### src/rtl/mem_stage.sv
// Memory/writeback stage: forwards ALU results or performs one memory access, then a one-cycle writeback.
// Optional MEM_TIMEOUT_EN: abandon a memory access after 255 unacknowledged cycles and pulse O_mem_err.
module mem_stage (
    input  logic        I_clk,
    input  logic        I_reset,
    input  logic        I_enable,
    input  logic [15:0] I_alu_out,
    input  logic        I_write_rD,
    input  logic        I_write_pc,
    input  logic [1:0]  I_memory_mode,
    input  logic [2:0]  I_rD_sel,
    input  logic [15:0] I_store_data,
    input  logic        I_mem_ack,
    input  logic [15:0] I_mem_rdata,
    output logic        O_mem_req,
    output logic        O_mem_we,
    output logic [15:0] O_mem_addr,
    output logic [15:0] O_mem_wdata,
    output logic        O_reg_we,
    output logic [2:0]  O_reg_sel,
    output logic [15:0] O_reg_data,
    output logic        O_pc_we,
    output logic [15:0] O_pc,
    output logic        O_busy,
    output logic        O_mem_err
);

    localparam logic [1:0] MEM_NOP   = 2'b00;
    localparam logic [1:0] MEM_READ  = 2'b01;
    localparam logic [1:0] MEM_WRITE = 2'b10;

    typedef enum logic [1:0] {
        S_IDLE,
        S_MEM,
        S_WB
    } state_t;

    state_t state;
    state_t next_state;

    logic        start_access;
    logic        timeout_hit;

    logic        d_mem_req;
    logic        d_mem_we;
    logic [15:0] d_mem_addr;
    logic [15:0] d_mem_wdata;
    logic        d_reg_we;
    logic [2:0]  d_reg_sel;
    logic [15:0] d_reg_data;
    logic        d_pc_we;
    logic [15:0] d_pc;
    logic        d_busy;
    logic        d_mem_err;

    // Reserved mode 2'b11 is deliberately treated as a plain register/PC forward.
    assign start_access = (I_memory_mode == MEM_READ) || (I_memory_mode == MEM_WRITE);

`ifdef MEM_TIMEOUT_EN
    logic [7:0] tmo_cnt;

    // Counter is zero on the first MEM cycle, so 254 marks the 255th cycle.
    assign timeout_hit = (tmo_cnt == 8'd254);

    always_ff @(posedge I_clk) begin
        if (I_reset || state != S_MEM) begin
            tmo_cnt <= 8'd0;
        end else begin
            tmo_cnt <= tmo_cnt + 8'd1;
        end
    end
`else
    assign timeout_hit = 1'b0;
`endif

    // State register and registered outputs.
    always_ff @(posedge I_clk) begin
        if (I_reset) begin
            state       <= S_IDLE;
            O_mem_req   <= 1'b0;
            O_mem_we    <= 1'b0;
            O_mem_addr  <= 16'h0000;
            O_mem_wdata <= 16'h0000;
            O_reg_we    <= 1'b0;
            O_reg_sel   <= 3'd0;
            O_reg_data  <= 16'h0000;
            O_pc_we     <= 1'b0;
            O_pc        <= 16'h0000;
            O_busy      <= 1'b0;
        end else begin
            state       <= next_state;
            O_mem_req   <= d_mem_req;
            O_mem_we    <= d_mem_we;
            O_mem_addr  <= d_mem_addr;
            O_mem_wdata <= d_mem_wdata;
            O_reg_we    <= d_reg_we;
            O_reg_sel   <= d_reg_sel;
            O_reg_data  <= d_reg_data;
            O_pc_we     <= d_pc_we;
            O_pc        <= d_pc;
            O_busy      <= d_busy;
        end
    end

`ifdef MEM_TIMEOUT_EN
    always_ff @(posedge I_clk) begin
        if (I_reset) begin
            O_mem_err <= 1'b0;
        end else begin
            O_mem_err <= d_mem_err;
        end
    end
`else
    assign O_mem_err = 1'b0;
`endif

    // Next-state logic.
    always_comb begin
        next_state = state;
        case (state)
            S_IDLE: begin
                if (I_enable) begin
                    next_state = start_access ? S_MEM : S_WB;
                end
            end
            S_MEM: begin
                if (I_mem_ack) begin
                    next_state = S_WB;
                end else if (timeout_hit) begin
                    next_state = S_IDLE;
                end
            end
            S_WB: begin
                next_state = S_IDLE;
            end
            default: begin
                next_state = S_IDLE;
            end
        endcase
    end

    // Next values of the output registers; write pulses default low, everything else holds.
    always_comb begin
        d_mem_req   = O_mem_req;
        d_mem_we    = O_mem_we;
        d_mem_addr  = O_mem_addr;
        d_mem_wdata = O_mem_wdata;
        d_reg_we    = 1'b0;
        d_reg_sel   = O_reg_sel;
        d_reg_data  = O_reg_data;
        d_pc_we     = 1'b0;
        d_pc        = O_pc;
        d_busy      = O_busy;
        d_mem_err   = 1'b0;
        case (state)
            S_IDLE: begin
                d_busy = 1'b0;
                if (I_enable) begin
                    d_busy    = 1'b1;
                    d_reg_sel = I_rD_sel;
                    if (start_access) begin
                        d_mem_req   = 1'b1;
                        d_mem_we    = (I_memory_mode == MEM_WRITE);
                        d_mem_addr  = I_alu_out;
                        d_mem_wdata = I_store_data;
                    end else begin
                        d_reg_we   = I_write_rD;
                        d_pc_we    = I_write_pc;
                        d_reg_data = I_alu_out;
                        d_pc       = I_alu_out;
                    end
                end
            end
            S_MEM: begin
                if (I_mem_ack) begin
                    d_mem_req = 1'b0;
                    if (!O_mem_we) begin
                        d_reg_we   = 1'b1;
                        d_reg_data = I_mem_rdata;
                    end
                end else if (timeout_hit) begin
                    d_mem_req = 1'b0;
                    d_busy    = 1'b0;
                    d_mem_err = 1'b1;
                end
            end
            S_WB: begin
                d_busy = 1'b0;
            end
            default: begin
                d_busy = 1'b0;
            end
        endcase
    end

endmodule

### config.mk
export PLATFORM = sky130hd
export DESIGN_NAME = mem_stage
export DESIGN_NICKNAME = d
export VERILOG_FILES = /design/src/rtl/mem_stage.sv
export SDC_FILE = /design/constraint.sdc
export NUM_CORES = 1
export LEC_CHECK = 0
export CELL_PAD_IN_SITES_DETAIL_PLACEMENT = 0
export CELL_PAD_IN_SITES_GLOBAL_PLACEMENT = 2
export CORE_ASPECT_RATIO = 1.5
export CORE_MARGIN = 2
export CORE_UTILIZATION = 24
export CTS_BUF_LIST = sky130_fd_sc_hd__clkbuf_8
export DETAILED_ROUTE_END_ITERATION = 10
export PLACE_DENSITY_LB_ADDON = 0.2
export SETUP_SLACK_MARGIN = 0.15
export SYNTH_ARGS = -nofsm -noshare
export SYNTH_HDL_FRONTEND = slang
export SYNTH_SLANG_ARGS = --single-unit
### constraint.sdc
create_clock -name I_clk -period 2 [get_ports I_clk]
set_clock_uncertainty 0.15 [all_clocks]
set_input_delay 0.3 -clock I_clk [delete_from_list [all_inputs] [get_ports I_clk]]
set_output_delay 0.3 -clock I_clk [all_outputs]
set_load 0.01 [all_outputs]
==> results.cfg <==
[setup_path]
r2r_cells = 4
criticalPathCategory = flip-flop to output port
worstPathCellList = clkdlybuf4s50_1
cp-end-kind = output port
regToRegStartpoint = state[0]
r2r_end = O_reg_data[6]
critPathTopFamily = buffers and inverters
start_kind = flip-flop
slowest_stage = clkdlybuf4s50_1
critPathMaxFanout = 4
max_stage_delay_ns = 0.55
cp.arrival_ns = 1.29
reg2reg_setup_slack_ns = 0.35
path_buf_inv = 1
worst-path-stages = 1
crit_required_ns = 1.55

[clocking]
worstSkewPairLatency_ns = 0.35
cts_hold_buf = 0
numCtsBuffers = 9
cts-root-buf = clkbuf_8
path_clk_slew_ns = 0.08
cts.sinks = 74
clock_path_buffers = 2
htree_levels = 3
cts_tree = built

[power_and_ir_drop]
p_comb_share_pct = 22.8
p_leak_nw = 1.72
ir_drop_v = 0.000299
p_int_mw = 2.82
p_sw_share_pct = 26.8
power.density_nw_per_um2 = 800
clkPwrFrac_pct = 34.5
p_seq_share_pct = 42.7
p_total_mw = 3.85
switchingPower_mw = 1.03

[timing]
rsz0062_at_grt = false
finalCritPeriodShare_pct = 87.0
final.setup.worst_slack_ns = 0.260
setup_violations = 0
hold_viol = 0
fmax_mhz = 575
period_needed_ns = 1.74
slew_viol_final = 0

[outcome]
outcome = finished clean

[yosys]
ys_ff_latch = 74
synth-edff-count = 0
synth_top_flop_cell = dfxtp_1
async_reset_ff_share_pct = 0
avgSynthCellArea_sq_um = 8.84
ys_seq_area_share_pct = 51.1
syn_nets = 388
synth_area_sq_um = 2900
ys.warnings.count = 0
ys_types = 27
netlist_instances = 328

[min_path]
hold_class = primary input to flip-flop
hp-start = I_reset
min_delay_path_depth = 2
min_to = O_mem_addr[7]

[die]
dieArea_sq_um = 13000
fp.dieW_microns = 93.8
initial_utilization_pct = 24.4
fp-row-count = 49
dieHeight_microns = 139
io_pins = 132
design.core.area_sq_um = 11900

[grt]
grt_overflow = 0
grt_usage_pct = 14.5
grt_max_degree = 28
grt_pass1_vias = 2715
antenna_found_initial = 0
grt_pass1_wl_microns = 14400

[drt]
vias_per_cell = 4.41
drtIter0Drc = 103
num_vias = 2747
ant_nets = 0
wl_microns = 9760
wl_per_cell_microns = 15.7
drt_pass1_iterations = 4
drc = 0

[layout]
n_antenna_cell = 0
area_delta_synth_final_pct = 66.1
final_util_pct = 40.5
drive_above_1_share_pct = 12.8
fillerInstances = 1253
finalNetCount = 525
final_cell_count_no_fill = 623
final-seq-area_sq_um = 1480
multi_input_area_sq_um = 1260

[place]
pre_cts_slack_ns = -0.254
gp_congestion = 0.704
placed_cells = 601
dpl.hpwl_microns = 6730
portBuffers = 130

[flow_run]
maxCapViolCount = 0
==> cells in the mapped netlist, types with 2 or more instances <==
cell      number  area share [%]
dfxtp_1       74              51
mux2i_1       20             6.9
nor2_1         5            0.65
buf_2         11             1.9
nor3b_1        2            0.52
nand2_1       99              13
buf_1          2            0.26
clkbuf_1       7            0.91
buf_6          8             3.1
a211oi_1      13             3.4
a21oi_1       49             8.5
buf_4          2            0.52
nor3_1        19             3.3
a211oi_2       4             1.7
==> per-layer routing <==
metal  GRT usage, %  up-vias  wire length, microns
li1               -     1379                     -
met1           16.1     1271                  3910
met2           25.3       88                  5030
met3           5.38        9                   697
met4           4.58        0                   122
met5              0        -                     0
==> repair_timing <==
action	CTS	global route
cloned	0	4
pin swaps	0	3
resized for setup	2	9
setup buffers	1	1
endpoints found under the setup margin	7	62
==> worst max path at each step <==
stage	start	end	slack (ns)
floorplan	I_memory_mode[0]	O_mem_addr[5]	0.18
global placement	I_memory_mode[0]	O_mem_wdata[14]	-0.23
detailed placement	I_memory_mode[0]	O_mem_addr[3]	-0.25
CTS	I_memory_mode[0]	O_mem_req	0.13
global route	O_mem_we	O_mem_we	0.19
finish	O_mem_we	O_mem_we	0.26
==> metrics by stage <==
stage	area, sq um	TNS [ns]	hold slack (ns)
after floorplan	2900	0	0.286
after global placement	4450	-13.61	0.290
after detailed placement	4450	-13.98	0.297
after CTS	4690	0	0.174
after global routing	4820	0	0.181
final	4820	0	0.195
==> sequential cells by signal (all words and copies together), names as in the netlist <==
signal       count
O_busy           1
O_mem_addr      16
O_mem_req        1
O_mem_wdata     16
O_mem_we         1
O_pc            16
O_pc_we          1
O_reg_data      16
O_reg_sel        3
O_reg_we         1
state            2
==> power groups by stage <==
stage / combinational [mW] / sequential (mW) / clock [mW]
finish: 0.878 / 1.64 / 1.33
global route: 0.953 / 1.66 / 1.45
detailed placement: 0.838 / 1.68 / 0
CTS: 0.846 / 1.65 / 1.37
floorplan: 0.329 / 1.72 / 0
global placement: 0.833 / 1.68 / 0
==> layout by cell type (no fill, tap or decap), types with 2 or more instances in the layout <==
cell,n
dlymetal6s2s_1,2
buf_4,13
clkdlybuf4s50_1,127
a21oi_2,3
dfxtp_1,72
nor2_1,5
clkinv_4,2
dfxtp_2,2
a211oi_1,13
buf_12,7
bufinv_16,2
buf_6,2
clkbuf_16,3
nor3_1,19
nand2_1,98
a211oi_2,4
nor3b_1,2
mux2i_1,20
clkbuf_8,10
a21oi_1,47
==> final cells by class <==
| type | count | share of cell area (%) |
|---|---|---|
| inverters | 1 | 0.0779 |
| well taps | 153 | 3.97 |
| clock buffers | 10 | 2.86 |
| repair buffers | 156 | 34.3 |
| multi-input cells | 223 | 26.1 |
| clock inverters | 6 | 1.87 |
| flip-flops and latches | 74 | 30.8 |
==> cells by family after synthesis <==
family / Yosys count / synth area share, %
other: 1 / 0.129
AOI/OAI and AO/OA: 68 / 14.2
muxes: 20 / 6.90
and+or+nand+nor: 133 / 20.5
buffers and inverters: 31 / 6.82
DFF: 74 / 51.1
adders and majority gates: 1 / 0.431
No activity file was read; power rests on OpenSTA's default activity.
